--- src/rtl/booth_mul_radix4_seq.sv ---
// Iterative radix-4 Booth multiplier. It retires two multiplier bits per clock and handles signed or
// unsigned operands. Valid/ready handshakes sit on both sides, and it returns the full 2*W product.
module booth_mul_radix4_seq #(
    parameter int DATA_WIDTH = 32
) (
    input  logic                      clk,
    input  logic                      reset,
    input  logic                      in_valid,
    output logic                      in_ready,
    input  logic                      is_signed,
    input  logic [DATA_WIDTH-1:0]     multiplicand,
    input  logic [DATA_WIDTH-1:0]     multiplier,
    output logic                      out_valid,
    input  logic                      out_ready,
    output logic [2*DATA_WIDTH-1:0]   product,
    output logic                      busy
);

    localparam int W  = DATA_WIDTH;
    localparam int N  = W / 2 + 1;
    localparam int CW = $clog2(N + 1);

    typedef enum logic [1:0] {
        IDLE = 2'd0,
        RUN  = 2'd1,
        DONE = 2'd2
    } state_t;

    state_t          state_r;
    state_t          state_nxt_s;
    logic [W+2:0]    a_r;
    logic [W+1:0]    q_r;
    logic            q_m1_r;
    logic [W+1:0]    m_r;
    logic [CW-1:0]   cnt_r;
    logic [2*W-1:0]  product_r;
    logic            out_valid_r;

    logic            accept_s;
    logic            consume_s;
    logic            last_iter_s;
    logic [W+2:0]    m_ext_s;
    logic [W+2:0]    sum_s;
    logic [W+2:0]    a_nxt_s;
    logic [W+1:0]    q_nxt_s;

    // Widen an operand to W+2 bits so the top Booth digit sees the right sign in both modes.
    function automatic logic [W+1:0] ext_op(input logic [W-1:0] v, input logic sgn);
        return {{2{sgn & v[W-1]}}, v};
    endfunction

    // Booth digit selection over {Q[1],Q[0],q_m1}.
    function automatic logic [W+2:0] booth_term(input logic [2:0] dig, input logic [W+2:0] m1);
        logic [W+2:0] t;
        case (dig)
            3'b001, 3'b010: t = m1;
            3'b011:         t = m1 << 1;
            3'b100:         t = {(W+3){1'b0}} - (m1 << 1);
            3'b101, 3'b110: t = {(W+3){1'b0}} - m1;
            default:        t = {(W+3){1'b0}};
        endcase
        return t;
    endfunction

    assign in_ready    = (state_r == IDLE) | ((state_r == DONE) & out_ready);
    assign accept_s    = in_valid & in_ready;
    assign consume_s   = out_valid_r & out_ready;
    assign last_iter_s = (state_r == RUN) && (cnt_r == CW'(N - 1));
    assign out_valid   = out_valid_r;
    assign product     = product_r;
    assign busy        = (state_r == RUN);

    // One Booth step: add the selected term, then arithmetic-shift {A,Q,q_m1} right by two.
    always_comb begin
        m_ext_s = {m_r[W+1], m_r};
        sum_s   = a_r + booth_term({q_r[1:0], q_m1_r}, m_ext_s);
        a_nxt_s = {{2{sum_s[W+2]}}, sum_s[W+2:2]};
        q_nxt_s = {sum_s[1:0], q_r[W+1:2]};
    end

    // Next-state decode for the IDLE/RUN/DONE sequencer.
    always_comb begin
        state_nxt_s = state_r;
        case (state_r)
            IDLE: begin
                if (accept_s) begin
                    state_nxt_s = RUN;
                end else begin
                    state_nxt_s = IDLE;
                end
            end
            RUN: begin
                if (last_iter_s) begin
                    state_nxt_s = DONE;
                end else begin
                    state_nxt_s = RUN;
                end
            end
            DONE: begin
                if (consume_s && accept_s) begin
                    state_nxt_s = RUN;
                end else if (consume_s) begin
                    state_nxt_s = IDLE;
                end else begin
                    state_nxt_s = DONE;
                end
            end
            default: state_nxt_s = IDLE;
        endcase
    end

    // State, datapath and result registers.
    always_ff @(posedge clk) begin
        if (reset) begin
            state_r     <= IDLE;
            a_r         <= '0;
            q_r         <= '0;
            q_m1_r      <= 1'b0;
            m_r         <= '0;
            cnt_r       <= '0;
            product_r   <= '0;
            out_valid_r <= 1'b0;
        end else begin
            state_r <= state_nxt_s;
            if (accept_s) begin
                a_r    <= '0;
                q_r    <= ext_op(multiplier, is_signed);
                m_r    <= ext_op(multiplicand, is_signed);
                q_m1_r <= 1'b0;
                cnt_r  <= '0;
            end else if (state_r == RUN) begin
                a_r    <= a_nxt_s;
                q_r    <= q_nxt_s;
                q_m1_r <= q_r[1];
                cnt_r  <= cnt_r + CW'(1);
            end
            // The product only moves on entry to DONE, so it is stable while a result waits.
            if (last_iter_s) begin
                product_r   <= {a_nxt_s[W-3:0], q_nxt_s};
                out_valid_r <= 1'b1;
            end else if (consume_s) begin
                out_valid_r <= 1'b0;
            end
        end
    end

endmodule

--- config.mk ---
export PLATFORM = sky130hd
export DESIGN_NAME = booth_mul_radix4_seq
export DESIGN_NICKNAME = d
export VERILOG_FILES = /design/src/rtl/booth_mul_radix4_seq.sv
export SDC_FILE = /design/constraint.sdc
export NUM_CORES = 1
export LEC_CHECK = 0
export ABC_AREA = 1
export CAP_MARGIN = 30
export CORE_AREA = 2 2 206 208
export CTS_CLUSTER_SIZE = 24
export DETAILED_ROUTE_END_ITERATION = 10
export DIE_AREA = 0 0 208 210
export PLACE_DENSITY = 0.43
export SYNTH_ARGS = -nofsm -noshare
export SYNTH_HDL_FRONTEND = slang
export SYNTH_SLANG_ARGS = --single-unit
--- constraint.sdc ---
create_clock -name clk -period 4.45 [get_ports clk]
set_clock_uncertainty 0.2 [all_clocks]
set_input_delay 0.89 -clock clk [delete_from_list [all_inputs] [get_ports clk]]
set_output_delay 0.89 -clock clk [all_outputs]
set_load 0.01 [all_outputs]
==> results.sh, run 1 <==
export IMPL_dp_hpwl_um=27300
export IMPL_period_minus_slack_ps=4070
export IMPL_post_drt_via_cell_ratio=4.61
export IMPL_final_area_um2=12700
export IMPL_groute_layer_met2_usage=0.270
export IMPL_post_route_cells_drive_above_1_share=0.0577
export IMPL_dr_first_iter_drc_count=490
export IMPL_netlist_cell_type_count=48
export IMPL_p_leak_uw=0.00526
export IMPL_synth_avg_cell_area_um2=6.58
export IMPL_fp_dieArea_um2=43700
export IMPL_first_global_vias=10300
export IMPL_detail_route_first_pass_iterations=5
export IMPL_async_flop_share=0
export IMPL_pwr_share_seq=0.422
export IMPL_crit_required_ps=4590
export IMPL_final_setup_violation_count=0
export IMPL_vdd_drop_max_v=0.000231
export IMPL_clk_pwr_share=0.394
export IMPL_routed_wl_um=36500
export IMPL_groute_usage_overall=0.170
export IMPL_path_clk_slew_ps=70
export IMPL_hold_path_class="flip-flop to flip-flop"
export IMPL_tightestPinTransition_ps=857
export IMPL_insertion_delay_to_the_later_sink_of_the_worst_skew_pair_ps=450
export IMPL_r2r_end="a_r[28]$_SDFFE_PP0P_"
export IMPL_synth_ff_latch_count=173
export IMPL_timing_final_ws_setup_ps=379
export IMPL_timing_reg2reg_worst_path_depth=20
export IMPL_grt_setup_unrepaired="false"
export IMPL_routed_via_count=10200
export IMPL_area_growth_pct=23.9
export IMPL_final_cell_mix="nand2_1 (427), dfxtp_1 (173), inv_1 (166), nor2_1 (149), clkdlybuf4s50_1 (134)"
export IMPL_synth_edf_count=0
export IMPL_filler_cell_count=4604
export IMPL_clock_path_buffers=2
export IMPL_multiInputGateArea_um2=5820
export IMPL_drt_antenna_violating_nets=0
export IMPL_post_cts_resized=0
export IMPL_globalplace_congestion=0.899
export IMPL_final_worst_path_period_share=0.915
export IMPL_critPathCaptureType="flip-flop"
export IMPL_power_frac_comb=0.184
export IMPL_antenna_found_initial=1
export IMPL_drt_drc_violations_left=0
export IMPL_cts_made_buffers=17
export IMPL_finalSetupTns_ps=0
export IMPL_finalHoldViolations=0
export IMPL_final_max_slew_viol_count=0
export IMPL_finalPower_uw=3970
export IMPL_path_max_fanout=5
export IMPL_ys_warn_count=0
export IMPL_crit_start="m_r[0]$_SDFFE_PP0P_"
export IMPL_insertedDiodeCount=0
export IMPL_routed_wire_length_per_instance_um=16.4
export IMPL_synth_cell_area_um2=10300
export IMPL_port_buffer_count=135
export IMPL_outcome="completed"
export IMPL_timing_hold_ws_ps=264
export IMPL_post_dp_cell_area_um2=12100
export IMPL_die_extent_in_y_um=210
export IMPL_postSynthCellCount=1563
export IMPL_netSwitchingFraction=0.318
export IMPL_cts_htree_levels=4
export IMPL_gr_total_overflow=0
export IMPL_seq_area_frac_synth=0.337
export IMPL_tritoncts_num_sinks=173
export IMPL_cp_arrival_ps=4210
export IMPL_io_pin_count=136
export IMPL_cts_setup_buffers=0
export IMPL_grt_max_degree=69
export IMPL_grt_busiest_layer="met2"
export IMPL_core_um2=41500
export IMPL_worstSetupStartpointType="flip-flop"
export IMPL_power_net_switching_uw=1260
export IMPL_start_util=0.248
export IMPL_most_common_cell_after_layout_fill_and_taps_aside="nand2_1"
export IMPL_max_slew_margin_rel=0.428
export IMPL_max_cap_viols=0
export IMPL_timing_rr_start="m_r[0]$_SDFFE_PP0P_"
export IMPL_max_freq_mhz=246
export IMPL_root_buffer="clkbuf_16"
export IMPL_critPathKind="flip-flop to flip-flop"
export IMPL_num_rows=75
export IMPL_cts_tree="built"
export IMPL_post_cts_hold_buffer_count=0
export IMPL_internal_power_uw=2710
export IMPL_globalRouteMet1Util=0.226
export IMPL_chipWidth_um=208
export IMPL_design_final_nets=1776
export IMPL_postSynthNetCount=1670
export IMPL_sequential_standard_cell_area_um2=3460
export IMPL_power_density_cell_area_nw_per_um2=312
export IMPL_grt_met3_usage=0.0521
export IMPL_placement_setup_worst_slack_ps=425
export IMPL_timing_reg2reg_setup_slack_ps=380
export IMPL_grt_pass1_wl_um=58200
export IMPL_synth_main_ff_cell="dfxtp_1"
export IMPL_crit_path_end="a_r[28]$_SDFFE_PP0P_"
==> power by group through the flow <==
stage | Sequential (uW) | Combinational [uW] | Clock (uW)
4_1_cts | 1670 | 738 | 1640
2_1_floorplan | 1690 | 489 | 0
3_5_place_dp | 1710 | 734 | 0
5_1_grt | 1680 | 823 | 1680
3_3_place_gp | 1710 | 738 | 0
6_report | 1670 | 729 | 1570
==> layer usage <==
layer  routed length [um]  share of wire  up-vias
li1                     -              -     5344
met2                16000           0.44      188
met4                  468          0.013        2
met5                    7        0.00019        -
met3                 2240          0.062       28
met1                17800           0.49     4668
==> sequential cells by signal (all words and copies together), names as in the netlist <==
| name | cells |
|---|---|
| product | 64 |
| state_r | 2 |
| q_r | 34 |
| cnt_r | 5 |
| a_r | 33 |
| q_m1_r | 1 |
| m_r | 33 |
| out_valid | 1 |
==> cell usage after synthesis, types with 8 or more instances <==
cell type,number,area share
nand2_1,428,0.16
a21oi_1,121,0.059
o21bai_1,16,0.012
o21ai_1,12,0.0058
clkbuf_1,34,0.012
nand4_1,19,0.012
o21ai_0,87,0.042
buf_2,19,0.0093
o22ai_1,12,0.0073
dfxtp_1,173,0.34
nor2_1,149,0.054
nor2_4,8,0.0088
a31oi_1,33,0.020
inv_2,15,0.0055
o21a_1,10,0.0073
inv_1,167,0.061
xor2_1,26,0.022
nand3_1,88,0.043
o221ai_1,10,0.0085
o211ai_1,16,0.012
nor2_2,10,0.0061
ha_1,37,0.045
nor3_1,11,0.0054
==> through the flow <==
step,util,instances
detailed placement,0.293,2189
global route,0.307,2221
global placement,0.293,2189
CTS,0.307,2221
finish,0.307,2221
floorplan,-,1563
==> how the worst min path moves through the flow <==
stage	to	slack [ps]	cells after the start	start
after floorplan	a_r[0]$_SDFFE_PP0P_	250	2	a_r[0]$_SDFFE_PP0P_
after global placement	product[0]$_SDFFE_PP0P_	250	2	product[0]$_SDFFE_PP0P_
after detailed placement	product[28]$_SDFFE_PP0P_	250	2	product[28]$_SDFFE_PP0P_
after CTS	product[28]$_SDFFE_PP0P_	270	2	product[28]$_SDFFE_PP0P_
after global routing	product[34]$_SDFFE_PP0P_	290	2	product[34]$_SDFFE_PP0P_
final	product[18]$_SDFFE_PP0P_	260	2	product[18]$_SDFFE_PP0P_
==> layout make-up <==
class | instances | share of cell area
Clock buffer | 19 | 0.0340
Multi-Input combinational cell | 1140 | 0.457
Clock inverter | 13 | 0.0123
Tap cell | 539 | 0.0530
Timing Repair Buffer | 151 | 0.117
Inverter | 186 | 0.0548
Sequential cell | 173 | 0.272
==> worst max-delay path, cell delays in order, from the launching register on <==
cell and delay, ps:
dfxtp_1 310, inv_1 130, ha_1 250, nand2_1 80, nor2_2 140, nand3_2 130, nor3_4 240, nand3_1 210
xor2_1 210, o211ai_1 310, ha_1 370, a21oi_1 230, o21ai_0 180, a21oi_1 310, inv_1 80, a21oi_1 230
nand2_1 90, nand2_1 80, nand3_1 60, nand2_1 90, inv_1 30
==> cell families after synthesis <==
kind of cell	synth area share
compound gates	0.184
xor+xnor	0.0264
fa+ha+maj	0.0470
flops	0.337
simple gates	0.308
buf+inv	0.0976
Note: power is estimated with default switching activity, not from simulation.
==> run 2, diff against run 1 <==
- CORE_AREA: 2 2 206 208 -> 2 2 172 174
- DIE_AREA: 0 0 208 210 -> 0 0 174 176
- PLACE_DENSITY: 0.43 -> 0.57
- SETUP_SLACK_MARGIN: unset -> 0.4
==> run 2 against run 1 <==
Total power grew 0.31%. Setup slack improved by 250 ps. Clock power about the same. Final cell count fell by 7.0%. First-iteration DRC count is 58% higher. Critical path depth unchanged. Hold slack got worse by 2.3 ps. Fmax grew 6.6%. Largest power group unchanged.
==> results.sh, run 2 (same netlist as run 1, synthesis figures left out) <==
export IMPL_routed_via_count=10400
export IMPL_tritoncts_num_sinks=173
export IMPL_max_slew_margin_rel=0.426
export IMPL_cp_arrival_ps=4000
export IMPL_largest_register_ffs=64
export IMPL_final_worst_path_period_share=0.858
export IMPL_dp_hpwl_um=24500
export IMPL_most_common_cell_after_layout_fill_and_taps_aside="nand2_1"
export IMPL_crit_required_ps=4630
export IMPL_vdd_drop_max_v=0.000217
export IMPL_globalplace_congestion=0.911
export IMPL_p_leak_uw=0.00530
export IMPL_clk_pwr_share=0.396
export IMPL_grt_setup_unrepaired="false"
export IMPL_finalHoldViolations=0
export IMPL_core_um2=28500
export IMPL_finalPower_uw=3980
export IMPL_r2r_end="a_r[32]$_SDFFE_PP0P_"
export IMPL_internal_power_uw=2650
export IMPL_chipWidth_um=174
export IMPL_netSwitchingFraction=0.335
export IMPL_root_buffer="clkbuf_16"
export IMPL_final_cell_mix="nand2_1 (426), dfxtp_1 (173), inv_1 (165), nor2_1 (145), clkdlybuf4s50_1 (134)"
export IMPL_timing_reg2reg_setup_slack_ps=630
export IMPL_io_pin_count=136
export IMPL_groute_usage_overall=0.220
export IMPL_grt_max_degree=76
export IMPL_first_global_vias=10100
export IMPL_outcome="completed"
export IMPL_num_rows=62
export IMPL_timing_hold_worst_path_depth=2
export IMPL_power_net_switching_uw=1340
export IMPL_max_cap_viols=0
export IMPL_routed_wire_length_per_instance_um=16.3
export IMPL_pwr_share_seq=0.420
export IMPL_insertion_delay_to_the_later_sink_of_the_worst_skew_pair_ps=450
export IMPL_cts_setup_buffers=0
export IMPL_tightestPinTransition_ps=861
export IMPL_drt_drc_violations_left=0
export IMPL_gr_total_overflow=0
export IMPL_finalSetupTns_ps=0
export IMPL_critPathCaptureType="flip-flop"
export IMPL_power_frac_comb=0.184
export IMPL_post_route_util=0.444
export IMPL_power_density_cell_area_nw_per_um2=314
export IMPL_min_delay_worst_endpoint="product[6]$_SDFFE_PP0P_"
export IMPL_antenna_found_initial=0
export IMPL_port_buffer_count=135
export IMPL_placement_setup_worst_slack_ps=572
export IMPL_cts_htree_levels=4
export IMPL_max_freq_mhz=262
export IMPL_die_extent_in_y_um=176
export IMPL_final_max_slew_viol_count=0
export IMPL_fp_dieArea_um2=30600
export IMPL_routed_wl_um=33600
export IMPL_insertedDiodeCount=0
export IMPL_cts_made_buffers=17
export IMPL_start_util=0.360
export IMPL_post_route_cells_drive_above_1_share=0.0702
export IMPL_critPathKind="flip-flop to flip-flop"
export IMPL_clock_path_buffers=2
export IMPL_area_growth_pct=23.4
export IMPL_design_final_nets=1775
export IMPL_post_drt_via_cell_ratio=5.03
export IMPL_final_setup_violation_count=0
export IMPL_period_minus_slack_ps=3820
export IMPL_cts_tree="built"
export IMPL_path_clk_slew_ps=90
export IMPL_drt_antenna_violating_nets=0
export IMPL_timing_final_ws_setup_ps=632
export IMPL_path_max_fanout=5
export IMPL_detail_route_first_pass_iterations=5
export IMPL_hold_path_class="flip-flop to flip-flop"
export IMPL_timing_reg2reg_worst_path_depth=20
export IMPL_timing_rr_start="m_r[16]$_SDFFE_PP0P_"
export IMPL_hold_startpoint="product[6]$_SDFFE_PP0P_"
export IMPL_worstSetupStartpointType="flip-flop"
export IMPL_grt_pass1_wl_um=54000
export IMPL_dr_first_iter_drc_count=775
-- run 2: cell types whose count changed in the layout (fill, tap and decap cells not counted), moves of 3 or more --
cell	delta
nor2_2	+4
ha_4	+3
ha_1	-3
inv_8	+3
clkinv_4	-3
a21oi_2	+6
a21oi_1	-6
nand3_2	+4
nor2_1	-4
clkinv_8	+6
nand3_1	-4
-- run 2: final cells by class --
type | instances | area (um2)
Fill cell | 3090 | 15900
Multi-Input combinational cell | 1140 | 5930
Sequential cell | 173 | 3460
Timing Repair Buffer | 150 | 1490
Inverter | 186 | 698
Tap cell | 384 | 480
Clock buffer | 17 | 425
Clock inverter | 15 | 193
-- run 2: through the flow --
stage / cells / hold slack, ps / area, um2
2_1_floorplan: 1563 / 248 / 10300
6_report: 2065 / 262 / 12700
5_1_grt: 2065 / 288 / 12700
3_5_place_dp: 2033 / 252 / 12000
3_3_place_gp: 2031 / 248 / 11900
4_1_cts: 2065 / 266 / 12600
-- run 2: power by group through the flow --
stage / registers (uW) / logic (uW) / clock network, uW
final: 1670 / 733 / 1570
after global routing: 1680 / 819 / 1660
after CTS: 1670 / 717 / 1620
after detailed placement: 1710 / 712 / 0
after global placement: 1710 / 705 / 0
after floorplan: 1690 / 489 / 0
-- run 2: timing repair --
item / in CTS / in global routing
setup endpoints to repair: 0 / 42
resized for setup: 0 / 23
hold buffers: 0 / 0
-- run 2: how the worst max path moves through the flow --
stage	startpoint	end
global placement	m_r[0]$_SDFFE_PP0P_	product[57]$_SDFFE_PP0P_
global route	m_r[0]$_SDFFE_PP0P_	a_r[21]$_SDFFE_PP0P_
detailed placement	m_r[0]$_SDFFE_PP0P_	a_r[21]$_SDFFE_PP0P_
CTS	m_r[0]$_SDFFE_PP0P_	a_r[21]$_SDFFE_PP0P_
floorplan	m_r[0]$_SDFFE_PP0P_	a_r[24]$_SDFFE_PP0P_
finish	m_r[16]$_SDFFE_PP0P_	a_r[32]$_SDFFE_PP0P_
-- run 2: worst max-delay path, cell delays in order, from the launching register on --
cell	delay (ps)
dfxtp_1	330
inv_2	90
nand2_1	80
nor3_1	440
nand2_1	120
nor3_1	250
nand3_1	150
nand3_1	110
nand3b_1	110
ha_1	400
inv_1	180
o21bai_1	130
a21boi_0	320
nand2_1	100
a21oi_1	300
nand2_1	120
nand2_2	80
nand3_1	60
nand2_1	90
inv_1	40
nor2_1	90
-- run 2: per-layer routing --
metal  vias to the layer above  wire length, um  global-route usage
met3                        38             2720              0.0616
li1                       5335                -                   -
met1                      4692            15800               0.298
met4                         0              603              0.0592
met5                         -                0                   0
met2                       314            14400               0.342
==> run 3, diff against run 2 <==
- CORE_AREA: 2 2 172 174 -> 3 3 173 175
- DIE_AREA: 0 0 174 176 -> 0 0 176 178
==> run 3 against run 2 <==
Core utilization down 0.31 points. Die area up 2.3%. Flip-flop and latch count unchanged. Fmax down 0.12%. Largest cell class unchanged. Total power down 1.1%. Count of clock-buffer cells in the layout up 1. Global-route usage down 0.35 points. Clock power down 3%.
==> results.sh, run 3 (same netlist as run 1, synthesis figures left out) <==
export IMPL_filler_cell_count=3014
export IMPL_routed_wl_um=33700
export IMPL_timing_hold_ws_ps=265
export IMPL_port_buffer_count=135
export IMPL_cts_tree="built"
export IMPL_grt_max_degree=76
export IMPL_sequential_standard_cell_area_um2=3460
export IMPL_critPathCaptureType="flip-flop"
export IMPL_path_clk_slew_ps=90
export IMPL_cp_arrival_ps=3960
export IMPL_tritoncts_num_sinks=173
export IMPL_max_freq_mhz=262
export IMPL_io_pin_count=136
export IMPL_grt_setup_unrepaired="true"
export IMPL_fp_dieArea_um2=31300
export IMPL_insertedDiodeCount=0
export IMPL_drt_antenna_violating_nets=0
export IMPL_multiInputGateArea_um2=5890
export IMPL_core_um2=28600
export IMPL_insertion_delay_to_the_later_sink_of_the_worst_skew_pair_ps=440
export IMPL_cts_made_buffers=17
export IMPL_p_leak_uw=0.00527
export IMPL_finalSetupTns_ps=0
export IMPL_final_worst_path_period_share=0.859
export IMPL_final_setup_violation_count=0
export IMPL_grt_pass1_wl_um=54200
export IMPL_detail_route_first_pass_iterations=5
export IMPL_dr_first_iter_drc_count=631
export IMPL_post_cts_hold_buffer_count=0
export IMPL_start_util=0.359
export IMPL_num_rows=62
export IMPL_dp_hpwl_um=24800
export IMPL_max_slew_margin_rel=0.427
export IMPL_largest_register_ffs=64
export IMPL_finalHoldViolations=0
export IMPL_most_common_cell_after_layout_fill_and_taps_aside="nand2_1"
export IMPL_tightestPinTransition_ps=860
export IMPL_area_growth_pct=22.8
export IMPL_globalplace_congestion=0.898
export IMPL_first_global_vias=10200
export IMPL_period_minus_slack_ps=3820
export IMPL_groute_usage_overall=0.216
export IMPL_drt_drc_violations_left=0
export IMPL_worstSetupStartpointType="flip-flop"
export IMPL_final_area_um2=12600
export IMPL_post_drt_via_cell_ratio=5.05
export IMPL_outcome="completed"
export IMPL_max_cap_viols=0
export IMPL_path_max_fanout=5
export IMPL_hold_path_class="flip-flop to flip-flop"
export IMPL_crit_required_ps=4590
export IMPL_final_max_slew_viol_count=0
export IMPL_clock_path_buffers=2
export IMPL_post_dp_cell_area_um2=12000
export IMPL_antenna_found_initial=0
export IMPL_final_cell_mix="nand2_1 (425), dfxtp_1 (173), inv_1 (165), nor2_1 (147), clkdlybuf4s50_1 (134)"
export IMPL_die_extent_in_y_um=178
export IMPL_power_density_cell_area_nw_per_um2=312
export IMPL_routed_via_count=10400
export IMPL_vdd_drop_max_v=0.000194
export IMPL_gr_total_overflow=0
export IMPL_critPathKind="flip-flop to flip-flop"
export IMPL_cts_htree_levels=4
export IMPL_chipWidth_um=176
export IMPL_routed_wire_length_per_instance_um=16.3
export IMPL_root_buffer="clkbuf_16"
export IMPL_design_final_nets=1774
export IMPL_post_route_cells_drive_above_1_share=0.0667
## run 3: changes by cell type in the layout (fill, tap and decap cells not counted), moves of 2 or more
cell	delta
inv_6	+4
a21oi_2	-2
inv_8	-2
nand3_1	+2
nand3_2	-2
nor2_2	-2
nor2_1	+2
a21oi_1	+2
## run 3: metrics by stage
stage	power, uW	util	std cells	setup WS (ps)
floorplan	2180	-	1563	1300
global placement	2420	0.416	2030	579
detailed placement	2420	0.418	2032	515
CTS	3970	0.438	2064	490
global route	4130	0.441	2064	362
finish	3940	0.441	2064	628
## run 3: worst max-delay path, stage by stage, from the launching register on
cell	delay [ps]
dfxtp_1	320
inv_2	90
ha_2	220
nand2_1	70
nor2_2	130
nand3_2	130
nor2_1	120
inv_1	70
nor3_2	150
nand2_1	100
o21ai_1	130
inv_1	70
nand2_1	60
nand4_1	200
ha_4	360
nand2_1	90
nor2_1	370
nand3_1	130
nand2_1	220
nand2_1	110
nand4_1	80
nand2_1	100
o21bai_1	140
inv_1	50
## run 3: final timing paths
kind / to / cells past startpoint / start / slack (ps)
setup / recovery: product[56]$_SDFFE_PP0P_ / 23 / m_r[0]$_SDFFE_PP0P_ / 630
setup reg to reg: product[56]$_SDFFE_PP0P_ / 23 / m_r[0]$_SDFFE_PP0P_ / 630
hold reg to reg: product[12]$_SDFFE_PP0P_ / 2 / product[12]$_SDFFE_PP0P_ / 260
hold / removal: product[12]$_SDFFE_PP0P_ / 2 / product[12]$_SDFFE_PP0P_ / 260
## run 3: report_power, final
group	leakage, uW	switching (uW)	internal [uW]
sequential	0.00141	60.7	1610
clock	0.000290	772	760
combinational	0.00357	471	260
total	0.00527	1300	2630
## run 3: final cells by class
type | count | area share
tap | 384 | 0.0381
clock inverter | 14 | 0.0133
inverter | 186 | 0.0553
timing repair buffer | 149 | 0.118
sequential | 173 | 0.274
multi-input combinational | 1140 | 0.467
clock buffer | 18 | 0.0340
## run 3: what timing repair did
item	CTS	global route
endpoints found under the setup margin	0	38
setup buffers	0	0
resized for setup	0	17
## run 3: metal layers
layer  share of wire  vias up  global-route usage
li1                -     5338                   -
met3           0.067       31              0.0551
met1            0.48     4788               0.291
met4           0.017        0              0.0548
met5               0        -                   0
met2            0.43      269               0.346
